**config.mk**
```make
export PLATFORM = sky130hd
export DESIGN_NAME = key_dispatcher
export DESIGN_NICKNAME = d
export VERILOG_FILES = /design/src/rtl/key_dispatcher.sv
export SDC_FILE = /design/constraint.sdc
export NUM_CORES = 1
export LEC_CHECK = 0
export BUFFER_PORTS_ARGS = -buffer_cell sky130_fd_sc_hd__buf_2
export CAP_MARGIN = 5
export CORE_ASPECT_RATIO = 1.25
export CORE_UTILIZATION = 45
export CTS_BUF_LIST = sky130_fd_sc_hd__clkbuf_8
export DETAILED_ROUTE_END_ITERATION = 16
export GPL_TIMING_DRIVEN = 1
export PLACE_DENSITY_LB_ADDON = 0.12
export SLEW_MARGIN = 40
export SYNTH_ARGS = -nofsm -noshare
export SYNTH_HDL_FRONTEND = slang
export SYNTH_SLANG_ARGS = --single-unit
```
**constraint.sdc**
```tcl
create_clock -name clk -period 5.2 [get_ports clk]
set_input_delay 0.26 -clock clk [delete_from_list [all_inputs] [get_ports clk]]
set_output_delay 0.26 -clock clk [all_outputs]
set_load 0.03 [all_outputs]
```
**src/rtl/key_dispatcher.sv**
```systemverilog
`default_nettype none
// ============================================================================
// Module      : key_dispatcher
// Description : Dynamic chunk dispatcher for the parallel RC4 key-search
//               array. Grants contiguous key chunks round-robin to idle
//               cores, detects success/exhaustion/abort, captures the
//               winning key and core, and kills the cores when finished.
// Revision    : 1.0 - initial release
// ============================================================================
module key_dispatcher #(
  parameter int NUM_CORES     = 8,
  parameter int LOG_NUM_CORES = 3,
  parameter int KEY_WIDTH     = 24,
  parameter int CHUNK_LOG     = 12
) (
  input  logic                           clk,
  input  logic                           reset,
  input  logic                           start,
  input  logic                           abort,
  input  logic [KEY_WIDTH-1:0]           key_lo,
  input  logic [KEY_WIDTH-1:0]           key_hi,
  input  logic [NUM_CORES-1:0]           core_req,
  input  logic [NUM_CORES-1:0]           core_found,
  input  logic [NUM_CORES*KEY_WIDTH-1:0] core_key,
  output logic [NUM_CORES-1:0]           core_grant,
  output logic [KEY_WIDTH-1:0]           grant_base,
  output logic [KEY_WIDTH-1:0]           grant_last,
  output logic                           core_kill,
  output logic                           busy,
  output logic                           done,
  output logic                           success,
  output logic [KEY_WIDTH-1:0]           found_key,
  output logic [LOG_NUM_CORES-1:0]       found_core,
  output logic [KEY_WIDTH-CHUNK_LOG:0]   chunks_issued
);

  localparam logic [1:0] c_IDLE     = 2'd0;
  localparam logic [1:0] c_DISPATCH = 2'd1;
  localparam logic [1:0] c_DRAIN    = 2'd2;
  localparam logic [1:0] c_DONE     = 2'd3;

  // Chunk size kept one bit wider than a key so a wrap past all-ones shows
  // up in the carry bit of the next-base register.
  localparam logic [KEY_WIDTH:0]       c_CHUNK     = (KEY_WIDTH+1)'(1) << CHUNK_LOG;
  localparam logic [KEY_WIDTH:0]       c_CHUNK_M1  = c_CHUNK - (KEY_WIDTH+1)'(1);
  localparam logic [LOG_NUM_CORES:0]   c_NCORES    = (LOG_NUM_CORES+1)'(NUM_CORES);
  localparam logic [LOG_NUM_CORES:0]   c_IDX_ONE   = (LOG_NUM_CORES+1)'(1);
  localparam logic [NUM_CORES-1:0]     c_ONEHOT0   = {{(NUM_CORES-1){1'b0}}, 1'b1};
  localparam logic [KEY_WIDTH-CHUNK_LOG:0] c_CNT_ONE = (KEY_WIDTH-CHUNK_LOG+1)'(1);

  logic [1:0]                     r_state;
  logic [1:0]                     w_state_nxt;
  logic [KEY_WIDTH-1:0]           r_key_hi;
  logic [KEY_WIDTH:0]             r_next_base;
  logic [LOG_NUM_CORES-1:0]       r_rr_ptr;
  logic [NUM_CORES-1:0]           r_core_grant;
  logic [KEY_WIDTH-1:0]           r_grant_base;
  logic [KEY_WIDTH-1:0]           r_grant_last;
  logic                           r_core_kill;
  logic                           r_busy;
  logic                           r_done;
  logic                           r_success;
  logic [KEY_WIDTH-1:0]           r_found_key;
  logic [LOG_NUM_CORES-1:0]       r_found_core;
  logic [KEY_WIDTH-CHUNK_LOG:0]   r_chunks;

  logic                           w_any_found;
  logic [LOG_NUM_CORES-1:0]       w_fnd_idx;
  logic [NUM_CORES-1:0]           w_req_m;
  logic [LOG_NUM_CORES:0]         w_rr_sum;
  logic [LOG_NUM_CORES-1:0]       w_rr_idx;
  logic                           w_gnt_vld;
  logic [LOG_NUM_CORES-1:0]       w_gnt_idx;
  logic [LOG_NUM_CORES:0]         w_rr_inc;
  logic [LOG_NUM_CORES-1:0]       w_rr_nxt;
  logic                           w_range_ok;
  logic                           w_exhausted;
  logic [KEY_WIDTH:0]             w_chunk_end;
  logic [KEY_WIDTH-1:0]           w_grant_last;
  logic                           w_start_take;
  logic                           w_start_ok;
  logic                           w_do_grant;
  logic                           w_capture;

  assign w_any_found = |core_found;
  assign w_range_ok  = (key_lo <= key_hi);
  // A core whose grant pulse is still visible cannot win again this cycle.
  assign w_req_m     = core_req & ~r_core_grant;
  assign w_exhausted = r_next_base[KEY_WIDTH] | (r_next_base[KEY_WIDTH-1:0] > r_key_hi);
  assign w_chunk_end = r_next_base + c_CHUNK_M1;
  assign w_grant_last = (w_chunk_end > {1'b0, r_key_hi}) ? r_key_hi
                                                         : w_chunk_end[KEY_WIDTH-1:0];
  assign w_rr_inc    = {1'b0, w_gnt_idx} + c_IDX_ONE;
  assign w_rr_nxt    = (w_rr_inc == c_NCORES) ? '0 : w_rr_inc[LOG_NUM_CORES-1:0];

  // Lowest-index reporting core wins the capture.
  always_comb begin
    w_fnd_idx = '0;
    for (int i = NUM_CORES - 1; i >= 0; i--) begin
      if (core_found[i]) w_fnd_idx = LOG_NUM_CORES'(i);
    end
  end

  // Round-robin search from r_rr_ptr upward, wrapping modulo NUM_CORES.
  always_comb begin
    w_gnt_vld = 1'b0;
    w_gnt_idx = '0;
    w_rr_sum  = '0;
    w_rr_idx  = '0;
    for (int k = 0; k < NUM_CORES; k++) begin
      w_rr_sum = {1'b0, r_rr_ptr} + (LOG_NUM_CORES+1)'(k);
      if (w_rr_sum >= c_NCORES) w_rr_sum = w_rr_sum - c_NCORES;
      w_rr_idx = w_rr_sum[LOG_NUM_CORES-1:0];
      if (!w_gnt_vld && w_req_m[w_rr_idx]) begin
        w_gnt_vld = 1'b1;
        w_gnt_idx = w_rr_idx;
      end
    end
  end

  // State register.
  always_ff @(posedge clk or negedge reset) begin
    if (!reset) r_state <= c_IDLE;
    else        r_state <= w_state_nxt;
  end

  // Next-state: found beats abort, abort beats exhaustion / drain completion.
  always_comb begin
    w_state_nxt = r_state;
    unique case (r_state)
      c_IDLE, c_DONE: begin
        if (start) w_state_nxt = w_range_ok ? c_DISPATCH : c_DONE;
      end
      c_DISPATCH: begin
        if (w_any_found)      w_state_nxt = c_DONE;
        else if (abort)       w_state_nxt = c_DONE;
        else if (w_exhausted) w_state_nxt = c_DRAIN;
      end
      c_DRAIN: begin
        if (w_any_found)      w_state_nxt = c_DONE;
        else if (abort)       w_state_nxt = c_DONE;
        else if (&core_req)   w_state_nxt = c_DONE;
      end
      default: w_state_nxt = c_IDLE;
    endcase
  end

  // Control strobes derived from the current state and inputs.
  always_comb begin
    w_start_take = 1'b0;
    w_start_ok   = 1'b0;
    w_do_grant   = 1'b0;
    w_capture    = 1'b0;
    unique case (r_state)
      c_IDLE, c_DONE: begin
        w_start_take = start;
        w_start_ok   = start & w_range_ok;
      end
      c_DISPATCH: begin
        w_capture  = w_any_found;
        w_do_grant = ~w_any_found & ~abort & ~w_exhausted & w_gnt_vld;
      end
      c_DRAIN: begin
        w_capture = w_any_found;
      end
      default: ;
    endcase
  end

  // Registered datapath and status outputs.
  always_ff @(posedge clk or negedge reset) begin
    if (!reset) begin
      r_key_hi     <= '0;
      r_next_base  <= '0;
      r_rr_ptr     <= '0;
      r_core_grant <= '0;
      r_grant_base <= '0;
      r_grant_last <= '0;
      r_core_kill  <= 1'b1;
      r_busy       <= 1'b0;
      r_done       <= 1'b0;
      r_success    <= 1'b0;
      r_found_key  <= '0;
      r_found_core <= '0;
      r_chunks     <= '0;
    end else begin
      r_core_grant <= w_do_grant ? (c_ONEHOT0 << w_gnt_idx) : '0;
      r_busy       <= (w_state_nxt == c_DISPATCH) || (w_state_nxt == c_DRAIN);
      r_done       <= (w_state_nxt == c_DONE);
      r_core_kill  <= (w_state_nxt == c_IDLE) || (w_state_nxt == c_DONE);

      if (w_start_take) begin
        r_chunks     <= '0;
        r_found_key  <= '0;
        r_found_core <= '0;
        r_success    <= 1'b0;
      end
      if (w_start_ok) begin
        r_key_hi    <= key_hi;
        r_next_base <= {1'b0, key_lo};
      end
      if (w_do_grant) begin
        r_grant_base <= r_next_base[KEY_WIDTH-1:0];
        r_grant_last <= w_grant_last;
        r_next_base  <= r_next_base + c_CHUNK;
        r_chunks     <= r_chunks + c_CNT_ONE;
        r_rr_ptr     <= w_rr_nxt;
      end
      if (w_capture) begin
        r_success    <= 1'b1;
        r_found_core <= w_fnd_idx;
        r_found_key  <= core_key[w_fnd_idx*KEY_WIDTH +: KEY_WIDTH];
      end
    end
  end

  assign core_grant    = r_core_grant;
  assign grant_base    = r_grant_base;
  assign grant_last    = r_grant_last;
  assign core_kill     = r_core_kill;
  assign busy          = r_busy;
  assign done          = r_done;
  assign success       = r_success;
  assign found_key     = r_found_key;
  assign found_core    = r_found_core;
  assign chunks_issued = r_chunks;

endmodule
`default_nettype wire

```
==> results.cfg, run 1 <==
[power_and_ir_drop]
pwr-share-clk = 0.176
power_per_cell_area_nw_per_um2 = 472
peakVddDrop_mv = 0.205
net-switching-power_mw = 2.91
seq_power_share = 0.297
p_comb_frac = 0.526
power.static_leakage_nw = 6.89
swShare = 0.450
cellInternalPower_mw = 3.56
total_power_consumption_of_the_routed_design_mw = 6.47

[clocking]
postCtsSetupBuffers = 0
num_cts_buffers = 17
clkSlewWorstSetupHoldPaths_ns = 0.09
clock_tree.htree_level_count = 4
insertion_delay_ns = 0.48
root_buffer = clkbuf_8
cts_resized = 0
clock_path_buffers = 2
clock_sink_count = 154
tritoncts = built

[route]
drt-pass1-iter-count = 4
drt.antenna.violating_nets = 0
routed_via_density = 5.59
drc = 0
routed_wl_mm = 36.4
num_vias = 10165
routedWlPerCell_um = 20.0
dr.first_iter.drc_count = 583

[sta]
final_min_period_ns = 4.20
finalSetupViolations = 0
tightestPinTransition_ns = 0.681
fin_hold_ws_ns = 0.0217
fin_clk_skew_ns = 0.0109
timing.final.crit_share = 0.808
final.setup.tns_ns = 0
rsz0062_at_grt = false
hold_violations = 0
slew-limit-headroom = 0.546
fmax_ghz = 0.238
timing_max_transition_violations_final = 0

[floorplan]
placementRows = 63
dieHeight_um = 177
initial_core_util = 0.463
boundaryPins = 360
die_w_um = 142
floorplan.die_area_um2 = 25200
design.core.area_um2 = 23900

[hold_path]
start_point_of_the_worst_min_delay_path = key_lo[7]
min-delay-path-class = in -> reg
whs_endpoint = r_next_base[7]$_DFFE_PN0P_
depth_of_the_worst_hold_timing_path = 2

[yosys]
synth-main-ff-cell = dfrtp_1
synth_cell_type_count = 72
synth-edff-count = 0
yosys.area.top_type_share = 0.346
post_synth_main_area_contributors = dfrtp_1 (35%), mux4_2 (12%), ha_1 (9.7%)
synth_largest_area_cell = dfrtp_1
synth_area_per_inst_um2 = 9.76
syn-cell-area_um2 = 11100
synth_nets = 1478
ys_seq_elements = 154
synthArstFlopShare = 1.00
syn_inst = 1132
synth.yosys.seq_area_share = 0.349
synthesis.yosys.warnings = 0

[placed_design]
finalWeightedCongestion = 0.942
portBuffers = 359
postPlaceCellArea_um2 = 13100
dp_hpwl_mm = 29.3

[critical_path]
r2r_cell_count = 17
r2r-end = grant_last[3]$_DFFE_PN0P_
timing_worst_setup_path_type = reg -> reg
crit-reg2reg-launch = r_next_base[0]$_DFFE_PN0P_
critPathMaxFanout = 15
setup.worst_path.end_class = flop
path_cells = inv_1 -> ha_1 -> inv_1 -> nor4_4 -> nand2_2 -> nand2_1 -> nor2_1 -> xor2_1 -> ha_1 -> nand4_1 -> or2_2 -> nand4b_1 -> o31a_1 -> a311oi_4 -> buf_4 -> mux2i_1 -> o21ai_0
slowest_stage = dfrtp_1
critical_path_arrival_ns = 4.55
worst-path-buf-inv = 3
cp_data_required_time_ns = 5.55
cpPeakStageDelay_ns = 0.45
regToRegSetupSlack_ns = 1.0
worstSetupStartpointType = flop
cpLargestDelayFamily = simple AND/OR/NAND/NOR gates
cp.depth = 17

[global_route]
grt_usage = 0.297
grt_pass1_vias = 10010
grt_max_degree = 104
antenna_found_initial = 17
grt_first_pass_wirelength_mm = 55.3
grt_remaining_overflow = 0

[outcome]
outcome = complete, no violations

[final_layout]
layout-area-overhead-vs-synth_pct = 23.9
layout.filler_cells = 2214
final_net_count = 1813
final_layout_size_suffix_gt1_frac = 0.342
layout.cell_area.non_filler_um2 = 13700
final_util = 0.574

[run]
max-cap-violations = 0
timing repair:
item,CTS,global route
hold buffers,1,0
endpoints found under the setup margin,0,0
hold endpoints to repair,101,0
routing by layer:
| metal | track usage | up-vias | wire length (um) |
|---|---|---|---|
| li1 | - | 4804 | - |
| met5 | 0 | - | 13 |
| met2 | 0.499 | 421 | 18100 |
| met1 | 0.353 | 4861 | 14100 |
| met3 | 0.0590 | 77 | 2530 |
| met4 | 0.170 | 2 | 1680 |
worst max-delay path by stage:
stage,endpoint,startpoint,slack (ns)
floorplan,grant_last[10]$_DFFE_PN0P_,r_next_base[4]$_DFFE_PN0P_,1.40
global placement,grant_last[15]$_DFFE_PN0P_,r_next_base[4]$_DFFE_PN0P_,1.05
detailed placement,grant_last[3]$_DFFE_PN0P_,r_next_base[4]$_DFFE_PN0P_,0.99
CTS,grant_last[3]$_DFFE_PN0P_,r_next_base[0]$_DFFE_PN0P_,0.98
global route,grant_last[15]$_DFFE_PN0P_,r_next_base[14]$_DFFE_PN0P_,0.69
finish,grant_last[3]$_DFFE_PN0P_,r_next_base[0]$_DFFE_PN0P_,1.0
power by group through the flow:
stage | combinational, mW | clock, mW | sequential, mW
floorplan | 2.26 | 0 | 2.04
global placement | 3.34 | 0 | 1.93
detailed placement | 3.40 | 0 | 1.94
CTS | 3.42 | 1.16 | 1.91
global route | 3.82 | 1.21 | 1.97
finish | 3.40 | 1.14 | 1.92
placed cells by master, fill, tap and decap left out, types with 12 or more instances in the layout:
master / n
clkbuf_8: 19
a22oi_1: 23
and3_1: 12
a21oi_1: 31
o21ai_1: 18
nand2_1: 198
buf_2: 358
nor2b_1: 16
mux2i_1: 37
nand2b_1: 13
nor3_1: 14
inv_1: 69
o21ai_0: 69
nor2_1: 49
xor2_1: 16
mux4_2: 59
diode_2: 14
nand4_1: 21
ha_1: 86
nand3_1: 29
dfrtp_1: 153
cell usage after synthesis (8+ instances only):
master      n
nand2b_1   13
o21ai_1    18
nor2_1     51
nor3_1     14
nor4_1      9
a211oi_1    8
a21oi_1    33
a22oi_1    23
nand4_1    21
xor2_1     16
dfrtp_1   153
o21ai_0    69
ha_1       86
mux2i_1    37
mux4_2     59
buf_2      13
clkbuf_1   29
nand3_1    29
mux2_2     11
a211o_1    10
xnor2_1    11
a31oi_1     8
nand2_1   198
and3_1     12
inv_1      69
nor3b_1    10
nor2b_1    16
metrics by stage:
step | setup WS, ns | cells
2_1_floorplan | 1.40 | 1132
3_3_place_gp | 1.05 | 1770
3_5_place_dp | 0.993 | 1771
4_1_cts | 0.984 | 1804
5_1_grt | 0.689 | 1818
6_report | 1.00 | 1819
final cells by class:
type / count / area (um2) / share of cell area
antenna: 14 / 35.0 / 0.00256
clock buffer: 19 / 262 / 0.0191
clock inverter: 13 / 236 / 0.0173
inverter: 71 / 267 / 0.0195
multi-input combinational: 849 / 6690 / 0.488
sequential: 154 / 3850 / 0.281
tap: 325 / 407 / 0.0297
timing repair buffer: 374 / 1950 / 0.142
worst reg2reg max path: stages (launching register included):
cell,delay [ns]
dfrtp_1,0.45
inv_1,0.16
ha_1,0.23
inv_1,0.11
nor4_4,0.39
nand2_2,0.17
nand2_1,0.20
nor2_1,0.08
xor2_1,0.16
ha_1,0.32
nand4_1,0.09
or2_2,0.31
nand4b_1,0.26
o31a_1,0.18
a311oi_4,0.27
buf_4,0.34
mux2i_1,0.24
o21ai_0,0.09
kinds of logic after synthesis:
family                   Yosys count  share of synthesized area
AO/OA/AOI/OAI                    223                      0.132
AND/OR/NAND/NOR                  397                      0.168
flip-flops                       154                      0.349
XOR/XNOR                          27                     0.0214
buffers and inverters            129                     0.0514
adder cells (fa/ha/maj)           86                     0.0974
multiplexers                     116                      0.181
flip-flops by register name, indices dropped and copies added (netlist names), 2 cells and up:
signal         flops
chunks_issued     13
core_grant         8
found_core         3
found_key         24
grant_base        24
grant_last        24
r_key_hi          24
r_next_base       25
r_rr_ptr           3
r_state            2
Note: power is estimated with default switching activity, not from simulation.
==> run 2: changes to the inputs <==
--- a/config.mk
+++ b/config.mk
@@ -5,6 +5,7 @@
 export SDC_FILE = /design/constraint.sdc
 export NUM_CORES = 1
 export LEC_CHECK = 0
+export ABC_AREA = 1
 export BUFFER_PORTS_ARGS = -buffer_cell sky130_fd_sc_hd__buf_2
 export CAP_MARGIN = 5
 export CORE_ASPECT_RATIO = 1.25
==> constraint.sdc (replaced) <==
create_clock -name clk -period 3.8 [get_ports clk]
set_input_delay 0.19 -clock clk [delete_from_list [all_inputs] [get_ports clk]]
set_output_delay 0.19 -clock clk [all_outputs]
set_load 0.03 [all_outputs]
==> results.cfg, run 2 <==
[outcome]
outcome = complete, no violations

[clocking]
num_cts_buffers = 17
clock_sink_count = 154
tritoncts = built
root_buffer = clkbuf_8
insertion_delay_ns = 0.48
postCtsSetupBuffers = 0
clock_path_buffers = 2
clkSlewWorstSetupHoldPaths_ns = 0.10
clock_tree.htree_level_count = 4

[route]
routed_wl_mm = 40.6
drt-pass1-iter-count = 5
drt.antenna.violating_nets = 0
routedWlPerCell_um = 17.1
routed_via_density = 5.21
drc = 0
dr.first_iter.drc_count = 692
num_vias = 12403

[critical_path]
setup.worst_path.end_class = flop
worst_setup_path_startpoint = r_next_base[2]$_DFFE_PN0P_
timing_worst_setup_path_type = reg -> reg
critPathMaxFanout = 16
worstSetupStartpointType = flop
critical_path_arrival_ns = 3.88
crit-reg2reg-launch = r_next_base[2]$_DFFE_PN0P_
cp_data_required_time_ns = 4.22

[yosys]
yosys.area.top_type_share = 0.327
syn_inst = 1664
synth-main-ff-cell = dfrtp_1
synth_nets = 2010
synth.cells.most_frequent = nand2_1 (471), inv_1 (238), nand3_1 (157)
synth_cell_type_count = 43
post_synth_main_area_contributors = dfrtp_1 (33%), nand2_1 (15%), ha_1 (9.2%)
synth.most_common_cell = nand2_1
synth.yosys.seq_area_share = 0.329
synth_area_per_inst_um2 = 7.05
synth_largest_area_cell = dfrtp_1
synth-edff-count = 0
synthArstFlopShare = 1.00
syn-cell-area_um2 = 11700
ys_seq_elements = 154
synthesis.yosys.warnings = 0

[floorplan]
placementRows = 65
initial_core_util = 0.461
design.core.area_um2 = 25500
floorplan.die_area_um2 = 26700
dieHeight_um = 182
boundaryPins = 360
die_w_um = 146

[sta]
finalSetupViolations = 0
fmax_ghz = 0.289
final_min_period_ns = 3.46
timing.final.crit_share = 0.910
hold_violations = 0
slew-limit-headroom = 0.522
fin_hold_ws_ns = 0.0263
tightestPinTransition_ns = 0.716
fin_clk_skew_ns = 0.0211
timing_max_transition_violations_final = 0

[global_route]
grt_pass1_vias = 11805
grt_remaining_overflow = 0
grt_usage = 0.305
antenna_found_initial = 2
grt_first_pass_wirelength_mm = 62.9
grt_max_degree = 98

[final_layout]
largest_register_ffs = 25
final_net_count = 2380
final_util = 0.577
mostFrequentLayoutCell = nand2_1
layout-area-overhead-vs-synth_pct = 25.3
mostFrequentLayoutCells = nand2_1 (470), buf_2 (358), inv_1 (239)
layout.cell_area.non_filler_um2 = 14700
top_register = r_next_base
fin_cells = 2382
final_layout_size_suffix_gt1_frac = 0.232

[placed_design]
portBuffers = 359
placedCellCount = 2309
postPlaceCellArea_um2 = 13900
dp_hpwl_mm = 32.1
finalWeightedCongestion = 0.941

[hold_path]
start_point_of_the_worst_min_delay_path = key_lo[22]
min-delay-path-class = in -> reg

[power_and_ir_drop]
power_per_cell_area_nw_per_um2 = 577
total_power_consumption_of_the_routed_design_mw = 8.47
power.static_leakage_nw = 8.11
peakVddDrop_mv = 0.309

[run]
max-cap-violations = 0
[run 2: final timing paths]
path	end	slack (ns)	cells after the start
min	r_next_base[22]$_DFFE_PN0P_	0.03	5
max reg2reg	grant_last[23]$_DFFE_PN0P_	0.34	25
min reg2reg	grant_last[11]$_DFFE_PN0P_	0.48	2
max in group asynchronous	r_state[1]$_DFF_PN0_	2.61	3
max	grant_last[23]$_DFFE_PN0P_	0.34	25
min in group asynchronous	grant_base[7]$_DFFE_PN0P_	0.27	2
[run 2: kinds of logic (layout without fill, tap and decap cells)]
kind of cell,Yosys count,in the layout,synth area share
AO/OA/AOI/OAI,303,303,0.158
XOR/XNOR,39,39,0.0304
adder cells (fa/ha/maj),86,86,0.0918
buffers and inverters,326,708,0.112
flip-flops,154,154,0.329
other,0,1,0
AND/OR/NAND/NOR,756,756,0.280
[run 2: repair_timing]
| item | 4_1_cts | 5_1_grt |
|---|---|---|
| hold buffers | 41 | 0 |
| gates resized for setup | 0 | 8 |
| endpoints found under the hold margin | 110 | 0 |
| endpoints found under the setup margin | 0 | 24 |
[run 2: power by group]
group          total (mW)  internal (mW)  switching [mW]
Combinational        4.78           1.62            3.16
Clock                1.22          0.535           0.686
Sequential           2.47           2.09           0.386
Total                8.47           4.25            4.23
[run 2: layout make-up]
| type | instances | area, um2 |
|---|---|---|
| fill | 2481 | 10800 |
| clock buffer | 18 | 248 |
| antenna | 1 | 2.50 |
| multi-input combinational | 1184 | 6630 |
| inverter | 248 | 931 |
| clock inverter | 13 | 121 |
| tap | 335 | 419 |
| sequential | 154 | 3850 |
| timing repair buffer | 429 | 2480 |
[run 2: routing by layer]
layer / share of wire / vias to the layer above / track usage
met2: 0.50 / 446 / 0.530
met5: 0.00020 / - / 0
met3: 0.055 / 61 / 0.0413
met4: 0.033 / 2 / 0.127
li1: - / 6202 / -
met1: 0.42 / 5692 / 0.380
[run 2: worst max-delay path: stages, from the launching register on]
cell and delay [ns]:
dfrtp_1 0.43, inv_1 0.13, nand3_1 0.13, nor2_1 0.19, nand3_2 0.14, nor2_4 0.15
nand4_1 0.24, nand2_1 0.15, xor2_1 0.20, ha_1 0.26, nand2_1 0.10, inv_1 0.05
nand3_1 0.08, inv_1 0.05, a21oi_1 0.15, nand2_1 0.08, nand2_1 0.05, nand2_1 0.04
nand2_1 0.06, nand2_1 0.06, nand2_2 0.14, buf_6 0.19, nand3_1 0.11, nand2_1 0.10
nand2_1 0.05, nand2_1 0.08
[run 2: metrics by stage]
stage,TNS [ns],worst slack (ns)
finish,0,0.343
global route,-0.0328,-0.0231
CTS,0,0.0972
detailed placement,0,0.144
global placement,0,0.220
floorplan,0,0.696
